**src/rtl/rps_pkg.sv**
```systemverilog
// rps_pkg -- shared types for the rock/paper/scissors round controller.
//   move_t   : encoded player move (11 is illegal and never latched)
//   result_t : round outcome as presented on the result output
//   state_t  : round controller FSM states
//   beats()  : standard RPS win rule, true when a beats b
package rps_pkg;

  typedef enum logic [1:0] {
    MV_ROCK     = 2'b00,
    MV_PAPER    = 2'b01,
    MV_SCISSORS = 2'b10,
    MV_ILLEGAL  = 2'b11
  } move_t;

  typedef enum logic [1:0] {
    RES_DRAW = 2'b00,
    RES_P1   = 2'b01,
    RES_P2   = 2'b10
  } result_t;

  typedef enum logic [2:0] {
    ST_IDLE,
    ST_CLR,
    ST_ARM,
    ST_PLAY,
    ST_JUDGE,
    ST_SHOW,
    ST_OVER
  } state_t;

  function automatic logic beats(move_t a, move_t b);
    return ((a == MV_ROCK)     && (b == MV_SCISSORS)) ||
           ((a == MV_PAPER)    && (b == MV_ROCK))     ||
           ((a == MV_SCISSORS) && (b == MV_PAPER));
  endfunction

endpackage

```
**src/rtl/rps_round_ctrl_if.sv**
```systemverilog
// rps_round_ctrl_if -- player, timer and result signals of rps_round_ctrl.
//   start                   : one-cycle match start request
//   p1/p2_valid, p1/p2_move : player move strobes and moves
//   timer_done              : round timer hit_target (high when idle/expired)
//   timer_rst, timer_start  : round timer sync reset and count level
//   result, result_valid    : round outcome and its one-cycle qualifier
//   p1/p2_score, match_over : running match state
// master drives the player/timer inputs, slave is the controller.
interface rps_round_ctrl_if
  import rps_pkg::*;
#(
  parameter int unsigned SCORE_W = 3
);
  logic               start;
  logic               p1_valid;
  logic               p2_valid;
  move_t              p1_move;
  move_t              p2_move;
  logic               timer_done;
  logic               timer_rst;
  logic               timer_start;
  result_t            result;
  logic               result_valid;
  logic [SCORE_W-1:0] p1_score;
  logic [SCORE_W-1:0] p2_score;
  logic               match_over;

  modport master (
    output start, p1_valid, p2_valid, p1_move, p2_move, timer_done,
    input  timer_rst, timer_start, result, result_valid,
           p1_score, p2_score, match_over
  );

  modport slave (
    input  start, p1_valid, p2_valid, p1_move, p2_move, timer_done,
    output timer_rst, timer_start, result, result_valid,
           p1_score, p2_score, match_over
  );
endinterface

```
**src/rtl/rps_judge.sv**
```systemverilog
// rps_judge -- combinational round judge.
//   p1_move_i/p2_move_i : latched moves
//   p1_has_i/p2_has_i   : move presence flags
//   result_o            : both present -> RPS rule, one present -> that
//                         player wins, none -> draw
module rps_judge
  import rps_pkg::*;
(
  input  move_t   p1_move_i,
  input  move_t   p2_move_i,
  input  logic    p1_has_i,
  input  logic    p2_has_i,
  output result_t result_o
);
  always_comb begin
    result_o = RES_DRAW;
    if (p1_has_i && p2_has_i) begin
      if (beats(p1_move_i, p2_move_i))      result_o = RES_P1;
      else if (beats(p2_move_i, p1_move_i)) result_o = RES_P2;
    end else if (p1_has_i) begin
      result_o = RES_P1;
    end else if (p2_has_i) begin
      result_o = RES_P2;
    end
  end
endmodule

```
**src/rtl/rps_round_ctrl.sv**
```systemverilog
// rps_round_ctrl -- rock/paper/scissors match controller.
// Runs rounds CLR -> ARM -> PLAY -> JUDGE -> SHOW until a player reaches
// WIN_SCORE, then parks in OVER until the next start.
//   clk, reset : system clock, asynchronous active-low reset
//   bus        : rps_round_ctrl_if.slave (players, round timer, results)
//   draw_count : only when RPS_DRAW_COUNT_EN is defined; saturating count
//                of drawn rounds, cleared with the scores
// All outputs are registered.
module rps_round_ctrl
  import rps_pkg::*;
#(
  parameter int unsigned WIN_SCORE = 3,
  parameter int unsigned SCORE_W   = 3
) (
  input  logic               clk,
  input  logic               reset,
  rps_round_ctrl_if.slave    bus
`ifdef RPS_DRAW_COUNT_EN
  ,
  output logic [SCORE_W-1:0] draw_count
`endif
);

  localparam logic [SCORE_W-1:0] WIN_Q = SCORE_W'(WIN_SCORE);

  state_t             state_q;
  move_t              p1_mv_q, p2_mv_q, p1_mv_d, p2_mv_d;
  logic               p1_has_q, p2_has_q, p1_has_d, p2_has_d;
  logic               p1_take, p2_take;
  result_t            result_q, judge_res;
  logic               result_valid_q;
  logic [SCORE_W-1:0] p1_score_q, p2_score_q;
  logic               timer_rst_q, timer_start_q, match_over_q;
  logic               win_hit;
`ifdef RPS_DRAW_COUNT_EN
  logic [SCORE_W-1:0] draw_q;
`endif

  // First legal move wins; a strobe coinciding with expiry still counts
  // because the PLAY exit below uses the _d view.
  assign p1_take  = (state_q == ST_PLAY) && bus.p1_valid && !p1_has_q &&
                    (bus.p1_move != MV_ILLEGAL);
  assign p2_take  = (state_q == ST_PLAY) && bus.p2_valid && !p2_has_q &&
                    (bus.p2_move != MV_ILLEGAL);
  assign p1_has_d = p1_has_q | p1_take;
  assign p2_has_d = p2_has_q | p2_take;
  assign p1_mv_d  = p1_take ? bus.p1_move : p1_mv_q;
  assign p2_mv_d  = p2_take ? bus.p2_move : p2_mv_q;
  assign win_hit  = (p1_score_q == WIN_Q) || (p2_score_q == WIN_Q);

  rps_judge u_judge (
    .p1_move_i (p1_mv_q),
    .p2_move_i (p2_mv_q),
    .p1_has_i  (p1_has_q),
    .p2_has_i  (p2_has_q),
    .result_o  (judge_res)
  );

  always_ff @(posedge clk or negedge reset) begin
    if (!reset) begin
      state_q        <= ST_IDLE;
      p1_mv_q        <= MV_ROCK;
      p2_mv_q        <= MV_ROCK;
      p1_has_q       <= 1'b0;
      p2_has_q       <= 1'b0;
      result_q       <= RES_DRAW;
      result_valid_q <= 1'b0;
      p1_score_q     <= '0;
      p2_score_q     <= '0;
      timer_rst_q    <= 1'b1;
      timer_start_q  <= 1'b0;
      match_over_q   <= 1'b0;
`ifdef RPS_DRAW_COUNT_EN
      draw_q         <= '0;
`endif
    end else begin
      result_valid_q <= 1'b0;
      case (state_q)
        ST_IDLE, ST_OVER: begin
          timer_rst_q   <= 1'b0;
          timer_start_q <= 1'b0;
          if (bus.start) begin
            state_q      <= ST_CLR;
            p1_score_q   <= '0;
            p2_score_q   <= '0;
            match_over_q <= 1'b0;
            timer_rst_q  <= 1'b1;   // high for exactly the CLR cycle
`ifdef RPS_DRAW_COUNT_EN
            draw_q       <= '0;
`endif
          end
        end
        ST_CLR: begin
          timer_rst_q   <= 1'b0;
          timer_start_q <= 1'b1;
          p1_has_q      <= 1'b0;
          p2_has_q      <= 1'b0;
          state_q       <= ST_ARM;
        end
        ST_ARM: begin
          // timer_done is still the idle indication here, not expiry
          if (!bus.timer_done) state_q <= ST_PLAY;
        end
        ST_PLAY: begin
          p1_has_q <= p1_has_d;
          p2_has_q <= p2_has_d;
          p1_mv_q  <= p1_mv_d;
          p2_mv_q  <= p2_mv_d;
          if ((p1_has_d && p2_has_d) || bus.timer_done) begin
            state_q       <= ST_JUDGE;
            timer_start_q <= 1'b0;
          end
        end
        ST_JUDGE: begin
          result_q       <= judge_res;
          result_valid_q <= 1'b1;     // high during SHOW
          state_q        <= ST_SHOW;
          if (judge_res == RES_P1 && p1_score_q != WIN_Q)
            p1_score_q <= p1_score_q + 1'b1;
          if (judge_res == RES_P2 && p2_score_q != WIN_Q)
            p2_score_q <= p2_score_q + 1'b1;
`ifdef RPS_DRAW_COUNT_EN
          if (judge_res == RES_DRAW && draw_q != '1)
            draw_q <= draw_q + 1'b1;
`endif
        end
        ST_SHOW: begin
          if (win_hit) begin
            state_q      <= ST_OVER;
            match_over_q <= 1'b1;
          end else begin
            state_q     <= ST_CLR;
            timer_rst_q <= 1'b1;
          end
        end
        default: state_q <= ST_IDLE;
      endcase
    end
  end

  assign bus.timer_rst    = timer_rst_q;
  assign bus.timer_start  = timer_start_q;
  assign bus.result       = result_q;
  assign bus.result_valid = result_valid_q;
  assign bus.p1_score     = p1_score_q;
  assign bus.p2_score     = p2_score_q;
  assign bus.match_over   = match_over_q;
`ifdef RPS_DRAW_COUNT_EN
  assign draw_count       = draw_q;
`endif

endmodule
```
**src/flat_wrapper.sv**
```systemverilog
// flat-port wrapper written by rule: the top's interface ports become plain ports
module rps_round_ctrl_flat import rps_pkg::*;
#(
  parameter int unsigned WIN_SCORE = 3,
  parameter int unsigned SCORE_W   = 3
)
  (clk, reset, bus_start, bus_p1_valid, bus_p2_valid, bus_p1_move, bus_p2_move, bus_timer_done, bus_timer_rst, bus_timer_start, bus_result, bus_result_valid, bus_p1_score, bus_p2_score, bus_match_over);
  rps_round_ctrl_if #(.SCORE_W(SCORE_W)) bus_i ();
  input  logic clk;
  input  logic reset;
  input wire logic [$bits(bus_i.start)-1:0] bus_start;
  input wire logic [$bits(bus_i.p1_valid)-1:0] bus_p1_valid;
  input wire logic [$bits(bus_i.p2_valid)-1:0] bus_p2_valid;
  input wire logic [$bits(bus_i.p1_move)-1:0] bus_p1_move;
  input wire logic [$bits(bus_i.p2_move)-1:0] bus_p2_move;
  input wire logic [$bits(bus_i.timer_done)-1:0] bus_timer_done;
  output wire logic [$bits(bus_i.timer_rst)-1:0] bus_timer_rst;
  output wire logic [$bits(bus_i.timer_start)-1:0] bus_timer_start;
  output wire logic [$bits(bus_i.result)-1:0] bus_result;
  output wire logic [$bits(bus_i.result_valid)-1:0] bus_result_valid;
  output wire logic [$bits(bus_i.p1_score)-1:0] bus_p1_score;
  output wire logic [$bits(bus_i.p2_score)-1:0] bus_p2_score;
  output wire logic [$bits(bus_i.match_over)-1:0] bus_match_over;
  assign bus_i.start = bus_start;
  assign bus_i.p1_valid = bus_p1_valid;
  assign bus_i.p2_valid = bus_p2_valid;
  assign bus_i.p1_move = bus_p1_move;
  assign bus_i.p2_move = bus_p2_move;
  assign bus_i.timer_done = bus_timer_done;
  assign bus_timer_rst = bus_i.timer_rst;
  assign bus_timer_start = bus_i.timer_start;
  assign bus_result = bus_i.result;
  assign bus_result_valid = bus_i.result_valid;
  assign bus_p1_score = bus_i.p1_score;
  assign bus_p2_score = bus_i.p2_score;
  assign bus_match_over = bus_i.match_over;
  rps_round_ctrl #(.WIN_SCORE(WIN_SCORE), .SCORE_W(SCORE_W)) u_core (.clk(clk), .reset(reset), .bus(bus_i));
endmodule
```
**config.mk**
```make
export PLATFORM = sky130hd
export DESIGN_NAME = rps_round_ctrl_flat
export DESIGN_NICKNAME = d
export VERILOG_FILES = /design/src/rtl/rps_pkg.sv /design/src/rtl/rps_round_ctrl_if.sv /design/src/rtl/rps_judge.sv /design/src/rtl/rps_round_ctrl.sv /design/src/flat_wrapper.sv
export SDC_FILE = /design/constraint.sdc
export NUM_CORES = 1
export LEC_CHECK = 0
export ABC_CLOCK_PERIOD_IN_PS = 1900
export CORE_ASPECT_RATIO = 1.2
export CORE_UTILIZATION = 51
export DETAILED_ROUTE_END_ITERATION = 8
export PLACE_DENSITY = 0.79
export REMOVE_ABC_BUFFERS = 1
export SLEW_MARGIN = 25
export SYNTH_ARGS = -nofsm -noshare
export SYNTH_HDL_FRONTEND = slang
export SYNTH_SLANG_ARGS = --single-unit
```
**constraint.sdc**
```tcl
create_clock -name clk -period 1.9 [get_ports clk]
set_input_delay 0.475 -clock clk [delete_from_list [all_inputs] [get_ports clk]]
set_output_delay 0.475 -clock clk [all_outputs]
set_load 0.01 [all_outputs]
```
# Word-level counts from Yosys, hierarchy flattened
# Index checks and enable logic that the tools add are counted.
# word_totals
elab_cells,108
output_inout_bits,12
input_bits,10
register_bits,21
# op_classes
eq_ne,25
n_reduce_logical,41
bitwise,2
addsub,2
n_mux,26
# ops
cell,n
2-to-1 mux 3 bit,7
case mux 3 bit (6 select lines),1
logical AND 1 bit,16
== test 3 x 2 -> 1 bit (second input constant),4
inequality test 2 bit (second input constant),6
case mux 3 bit (2 select lines),2
AND reduction 3 bit,4
2-to-1 mux 2 bit,5
== test 3 bit (second input constant),3
AND reduction 2 bit,4
adder 3 x 1 -> 3 bit (second input constant),2
== test 2 x 1 -> 1 bit (second input constant),3
== test 2 bit (second input constant),3
logical OR 1 bit,6
2-to-1 mux 1 bit,6
inequality test 2 x 1 -> 1 bit (second input constant),3
inequality test 3 x 2 -> 1 bit (second input constant),2
case mux 1 bit (2 select lines),3
case mux 1 bit (3 select lines),2
nonzero test 2 bit,3
nonzero test 3 bit,2
zero test 2 bit,2
== test 3 x 1 -> 1 bit (second input constant),1
zero test 3 bit,1
3 further kinds,5

# Longest topological paths before layout
# Gate-level depths: netlist of run 1.
# depth
depth_word,11
ltp_mapped,6
mapped_depth_nobuf,6

# Cells and area by module
# A second synthesis of run 1 with hierarchy kept.
# hier_totals
hier_cells,119
hier_area_um2,1252.5
# modules_own_cells
mod,n_inst,seq_area_each_um2,cells_per_inst,area_per_inst_um2
rps_round_ctrl,1,526.8,108,1191.1
rps_judge,1,0.0,11,61.3

# Worst setup path after synthesis of run 1
# No wires, ideal clock.
# synth_timing
path_type,reg-to-reg
from,"register u_core.p2_score_q[0], in the netlist u_core.bus.p2_score[0]"
to,register u_core.state_q[1]
n_path_buf,0
required_ns,1.779
period_less_slack_ns,1.591
stages_incl_launch_ff,7
setup_ns,0.121
slack_ns,0.309
arrival_ns,1.470
cell_sequence,dfrtp_1 ha_1 ha_1 or2_2 o21ai_0 a22o_1 nand2_1
# synth_via
elab_chain_len,4
# synth_rtl
item,line_no,text
"start, declared",rps_round_ctrl.sv:32,"logic [SCORE_W-1:0] p1_score_q, p2_score_q;"
"start signal, assigned",rps_round_ctrl.sv:121,p2_score_q <= p2_score_q + 1'b1;
== test 3 x 2 -> 1 bit,rps_round_ctrl.sv:49,assign win_hit = (p1_score_q == WIN_Q) || (p2_score_q == WIN_Q);
logical OR 1 bit,rps_round_ctrl.sv:49,
2-to-1 mux 3 bit,rps_round_ctrl.sv:128,if (win_hit) begin
case mux 3 bit (6 select lines),rps_round_ctrl.sv:78,case (state_q)
"end signal, assigned",rps_round_ctrl.sv:83,state_q <= ST_CLR;
"end signal, assigned",rps_round_ctrl.sv:129,state_q <= ST_OVER;
"end signal, assigned",rps_round_ctrl.sv:132,state_q <= ST_CLR;
"end, declared",rps_round_ctrl.sv:26,state_t state_q;
# Every way passes these cells.
# A chain may end at the register's enable or synchronous reset.

# Worst setup path after layout of run 1
# layout_timing
from,"register u_core.p2_score_q[0], in the netlist u_core.bus.p2_score[0]"
to,output bus_p2_score[0]
# layout_lines
item,line_no,text
"end, declared",flat_wrapper.sv:22,output wire logic [$bits(bus_i.p2_score)-1:0] bus_p2_score;
# No word-level cell between the ends.

==> impl_metrics.json, run 1 <==
{
  "ant_nets": 0,
  "fmax_mhz": 565,
  "num_rows": 18,
  "grt_max_degree": 22,
  "p_sw_mw": 0.802,
  "start_kind": "register",
  "rsz0062_at_grt": "no",
  "r2r-start": "u_core.bus.p2_score[0]",
  "hold_path_class": "reg -> reg",
  "place_inst": 174,
  "gr-total-overflow": 0,
  "cp-end-kind": "output port",
  "fillers": 189,
  "grt_first_pass_wirelength_mm": 4.03,
  "clock-root-buffer": "clkbuf_4",
  "power.internal_mw": 1.22,
  "ctsHtreeMaxLevel": 1,
  "cts_tree": "done",
  "synth_ff_type": "dfrtp_1",
  "avgSynthCellArea_um2": 9.81,
  "path_clk_slew_ns": 0.13,
  "antenna_found_initial": 0,
  "syn_area_mm2": 0.00118,
  "die_w_um": 45.9,
  "hold_viol": 0,
  "critical_path_arrival_ns": 1.30,
  "routed_via_density": 5.72,
  "tightest_slew_ns": 0.355,
  "synth.distinct_cells": 46,
  "ys_warn_count": 0,
  "crit_family": "buffers and inverters",
  "dpl_worst_slack_ns": -0.0794,
  "grt_pass1_vias": 938,
  "clkSinkCount": 21,
  "r2r_slack_ns": 0.22,
  "num-nets-final": 163,
  "min_path_cells": 2,
  "coreArea_mm2": 0.00212,
  "drc": 0,
  "period_needed_ns": 1.77,
  "crit_cells": 1,
  "path_max_fanout": 4,
  "tns_ns": 0,
  "clk_path_buf_depth": 2,
  "slowest_delay_ns": 0.56,
  "area_growth_pct": 26.2,
  "postLayoutCoreUtil_pct": 70.2,
  "synth-edff-count": 0,
  "status": "finished, final reports clean",
  "skew_ns": 0.0167,
  "synthCells": 120,
  "holdPathEnd": "u_core.bus.result[0]",
  "gp_congestion": 0.799,
  "power_mw": 2.02,
  "slew_violations": 0,
  "chipHeight_um": 54.6,
  "wl_per_cell_um": 13.7,
  "grt_use_total_pct": 22.4,
  "finalSetupViolations": 0,
  "setup_ws_ns": 0.130,
  "clkPwrFrac_pct": 10.8,
  "slew_headroom_pct": 76.2,
  "whs_ns": 0.488,
  "dr.pass1.iters": 4,
  "crit_buf_inv": 1,
  "totalWireLength_mm": 2.44,
  "boundaryPins": 22,
  "diodes": 0,
  "p_leak_nw": 0.628,
  "r2r-end": "u_core.state_q[1]",
  "seqPwrFrac_pct": 41.3,
  "ir_drop_mv": 1.14,
  "dpl.hpwl_mm": 1.85,
  "cp.required_ns": 1.42,
  "numCtsBuffers": 3,
  "async_reset_ff_share_pct": 100,
  "placed_area_mm2": 0.00146,
  "initial_utilization_pct": 55.6,
  "critical_path_class": "reg -> out",
  "fin_area_mm2": 0.00149,
  "ys_ff_latch": 21,
  "die_area_mm2": 0.00251,
  "clk_latency_ns": 0.31,
  "netSwitchingFraction_pct": 39.7,
  "min-delay-start": "u_core.bus.result[0]",
  "cp_cell_sequence": "clkdlybuf4s50_1",
  "power_frac_comb_pct": 47.9,
  "powerDensity_mw_per_mm2": 1360,
  "drive_gt1_share_pct": 12.2,
  "vias": 1019,
  "ys_seq_area_share_pct": 44.7,
  "cts_setup_buffers": 0,
  "fin_crit_sh_pct": 93.2,
  "drv_cap": 0,
  "ff2ff_path_depth": 6,
  "final_cell_count_no_fill": 178,
  "port_buffers": 21,
  "crit_slowest_cell": "clkdlybuf4s50_1",
  "drt_iter0_markers": 24
}
-- power groups by stage --
stage	combinational [mW]	clock, mW	sequential, mW
after floorplan	0.576	0	0.849
after global placement	0.947	0	0.821
after detailed placement	0.968	0	0.838
after CTS	0.973	0.220	0.827
after global routing	1.09	0.233	0.860
final	0.967	0.217	0.833
-- layout by cell type (no fill, tap or decap), drive strengths merged, types with 2 or more instances in the layout --
cell type,instances
buf,6
nand3b,2
or4b,2
xnor2,2
nand2b,8
a211oi,2
nand3,3
ha,4
a22o,2
clkbuf,4
nor2,9
a21oi,6
o21ai,9
o22a,4
a21boi,2
o22ai,5
inv,7
dfrtp,20
or2,2
nand4bb,2
nand2,8
clkdlybuf4s50,20
-- layer usage --
layer | share of wire, % | vias up | global-route usage [%]
met3 | 2.9 | 4 | 1.98
met2 | 49 | 31 | 36.6
met1 | 47 | 486 | 30.2
li1 | - | 498 | -
met4 | 1.1 | 0 | 8.82
met5 | 0 | - | 0
-- worst max path at each step --
stage                                 startpoint                      to
final                     u_core.bus.p2_score[0]         bus_p2_score[0]
after global routing      u_core.bus.p2_score[0]         bus_p2_score[0]
after global placement                 bus_start  u_core.bus.p2_score[1]
after detailed placement               bus_start  u_core.bus.p2_score[1]
after floorplan           u_core.bus.p2_score[0]       u_core.state_q[1]
after CTS                   u_core.bus.timer_rst           bus_timer_rst
-- sequential cells by signal, summed over array words and instances, names as in the netlist, 2 cells and up --
signal,flops
u_core.p1_mv_q,2
u_core.state_q,3
u_core.bus.p1_score,3
u_core.p2_mv_q,2
u_core.bus.result,2
u_core.bus.p2_score,3
-- cells by family after synthesis --
group                    Yosys count  synth area share [%]
AO/OA/AOI/OAI                     38                  23.0
buffers and inverters             11                  3.61
multiplexers                       1                 0.850
AND/OR/NAND/NOR                   43                  22.1
flip-flops                        21                  44.7
adder cells (fa/ha/maj)            4                  4.25
XOR/XNOR                           2                  1.49
-- cell type report --
cell class | count | area (um^2) | share of cell area, %
sequential | 21 | 527 | 35.4
inverter | 8 | 30.0 | 2.02
multi-input combinational | 88 | 608 | 40.9
tap | 30 | 37.5 | 2.53
clock buffer | 4 | 26.3 | 1.77
timing repair buffer | 27 | 258 | 17.3
-- Yosys cell counts (2+ instances only) --
library cell	n	area (um^2)
a211oi_1	2	15.0
a21boi_0	2	15.0
a21oi_1	6	30.0
a22o_1	2	17.5
dfrtp_1	20	500
ha_1	4	50.1
inv_1	6	22.5
nand2_1	8	30.0
nand2b_1	8	50.1
nand3_1	3	15.0
nand3b_1	2	15.0
nand4bb_1	2	22.5
nor2_1	9	33.8
o21ai_0	7	35.0
o21ai_1	2	10.0
o22a_1	3	26.3
o22ai_1	4	25.0
xnor2_1	2	17.5
-- repair_timing --
item / CTS / global route
setup endpoints to repair: 0 / 1
hold buffers: 0 / 0
resized for setup: 0 / 1
(Power assumes the default switching activity.)
==> run 2: changes to the inputs <==
--- a/config.mk
+++ b/config.mk
@@ -6,10 +6,12 @@
 export NUM_CORES = 1
 export LEC_CHECK = 0
 export ABC_CLOCK_PERIOD_IN_PS = 1900
+export CELL_PAD_IN_SITES_DETAIL_PLACEMENT = 0
+export CELL_PAD_IN_SITES_GLOBAL_PLACEMENT = 2
 export CORE_ASPECT_RATIO = 1.2
-export CORE_UTILIZATION = 51
+export CORE_UTILIZATION = 31
 export DETAILED_ROUTE_END_ITERATION = 8
-export PLACE_DENSITY = 0.79
+export PLACE_DENSITY = 0.78
 export REMOVE_ABC_BUFFERS = 1
 export SLEW_MARGIN = 25
 export SYNTH_ARGS = -nofsm -noshare
==> impl_metrics.json, run 2 (same netlist as run 1, synthesis figures left out) <==
{
  "status": "finished, final reports clean",
  "clock-root-buffer": "clkbuf_8",
  "dpl.hpwl_mm": 1.98,
  "critical_path_arrival_ns": 1.35,
  "fin_area_mm2": 0.00155,
  "clk_path_buf_depth": 2,
  "slew_headroom_pct": 76.8,
  "min_path_cells": 2,
  "clkPwrFrac_pct": 14.4,
  "netSwitchingFraction_pct": 38.9,
  "ff2ff_path_depth": 6,
  "ctsHtreeMaxLevel": 1,
  "drv_cap": 0,
  "r2r_slack_ns": 0.19,
  "cts_tree": "done",
  "ir_drop_mv": 0.531,
  "p_sw_mw": 0.825,
  "power.internal_mw": 1.29,
  "placed_area_mm2": 0.00149,
  "totalWireLength_mm": 2.58,
  "dr.pass1.iters": 4,
  "slowest_delay_ns": 0.55,
  "port_buffers": 21,
  "diodes": 0,
  "routed_via_density": 4.94,
  "cp_cell_sequence": "clkdlybuf4s50_1",
  "grt_use_total_pct": 13.8,
  "numCtsBuffers": 3,
  "die_area_mm2": 0.00405,
  "grt_first_pass_wirelength_mm": 4.30,
  "r2r-start": "u_core.bus.p2_score[0]",
  "gr-total-overflow": 0,
  "antenna_found_initial": 0,
  "fin_crit_sh_pct": 95.8,
  "clkSinkCount": 21,
  "tightest_slew_ns": 0.345,
  "num-nets-final": 164,
  "die_w_um": 58.3,
  "hold_viol": 0,
  "crit_slowest_cell": "dfstp_2",
  "cp-end-kind": "output port",
  "ant_nets": 0,
  "layout_common_cells": "clkdlybuf4s50_1, dfrtp_1, nor2_1",
  "min-delay-start": "u_core.bus.result[0]",
  "path_clk_slew_ns": 0.09,
  "chipHeight_um": 69.5,
  "drive_gt1_share_pct": 14.1,
  "fmax_mhz": 549,
  "coreArea_mm2": 0.00363,
  "vias": 993,
  "hold_path_class": "reg -> reg",
  "slew_violations": 0,
  "p_leak_nw": 0.630,
  "area_growth_pct": 31.3,
  "wl_per_cell_um": 12.8,
  "crit_family": "flip-flops",
  "seqPwrFrac_pct": 39.4,
  "r2r-end": "u_core.state_q[1]",
  "crit_buf_inv": 1,
  "power_frac_comb_pct": 46.2,
  "boundaryPins": 22,
  "critical_path_class": "reg -> out",
  "finalSetupViolations": 0,
  "start_kind": "register",
  "grt_pass1_vias": 927,
  "cp.required_ns": 1.42,
  "period_needed_ns": 1.82,
  "final_common_cell": "clkdlybuf4s50_1",
  "clk_latency_ns": 0.27,
  "skew_ns": 0.00891,
  "holdPathEnd": "u_core.bus.result[0]",
  "powerDensity_mw_per_mm2": 1370,
  "drt_iter0_markers": 19,
  "whs_ns": 0.493,
  "gp_congestion": 0.748,
  "rsz0062_at_grt": "no",
  "initial_utilization_pct": 32.4,
  "drc": 0,
  "path_max_fanout": 4,
  "num_rows": 24,
  "grt_max_degree": 22
}
==> run 2: worst max-delay path by stage <==
| stage | from | endpoint | slack, ns | depth (start not counted) |
|---|---|---|---|---|
| global placement | bus_start | u_core.bus.p2_score[1] | -0.05 | 5 |
| finish | u_core.bus.timer_rst | bus_timer_rst | 0.08 | 1 |
| CTS | u_core.bus.timer_rst | bus_timer_rst | 0.07 | 1 |
| floorplan | u_core.bus.p2_score[0] | u_core.state_q[1] | 0.31 | 6 |
| global route | bus_start | u_core.bus.p2_score[0] | 0.03 | 5 |
| detailed placement | bus_start | u_core.bus.p2_score[2] | -0.15 | 5 |
==> run 2: what timing repair did <==
action,4_1_cts,5_1_grt
hold buffers,0,0
hold endpoints to repair,0,0
buffers inserted,0,0
setup endpoints to repair,0,3
resized for setup,0,1
==> run 2: tightest hold or removal path: cells and delay by family (launching register included) <==
family	cells	cell delay, ns
DFF	1	0.35
AOI/OAI and AO/OA	1	0.06
and+or+nand+nor	1	0.05
==> run 2: layer usage <==
| metal | routed length, um | global-route usage (%) | vias up | share of wire (%) |
|---|---|---|---|---|
| met5 | 0 | 0 | - | 0 |
| met4 | 36 | 4.76 | 0 | 1.4 |
| met3 | 54 | 2.24 | 5 | 2.1 |
| met1 | 1240 | 18.5 | 471 | 48 |
| li1 | - | - | 497 | - |
| met2 | 1250 | 22.1 | 20 | 48 |
==> run 2: layout make-up <==
type / instances / area (um^2)
Tap cell: 52 / 65.1
Inverter: 8 / 30.0
Multi-Input combinational cell: 88 / 613
Fill cell: 361 / 2090
Clock inverter: 1 / 7.51
Timing Repair Buffer: 28 / 263
Sequential cell: 21 / 527
Clock buffer: 3 / 41.3
==> run 2: stage by stage <==
| stage | utilization, % | total power, mW | cells | worst slack [ns] | setup TNS, ns |
|---|---|---|---|---|---|
| 3_5_place_dp | 41.1 | 1.82 | 197 | -0.153 | -0.460 |
| 4_1_cts | 42.4 | 2.13 | 201 | 0.0695 | 0 |
| 2_1_floorplan | - | 1.43 | 117 | 0.309 | 0 |
| 6_report | 42.6 | 2.12 | 201 | 0.0799 | 0 |
| 3_3_place_gp | 41.1 | 1.81 | 197 | -0.0470 | -0.132 |
| 5_1_grt | 42.6 | 2.30 | 201 | 0.0263 | 0 |
==> run 2: power by group through the flow <==
stage | clock network [mW] | registers [mW] | logic, mW
floorplan | 0 | 0.849 | 0.576
global placement | 0 | 0.829 | 0.977
detailed placement | 0 | 0.840 | 0.983
CTS | 0.317 | 0.832 | 0.985
global route | 0.337 | 0.868 | 1.09
finish | 0.305 | 0.836 | 0.978
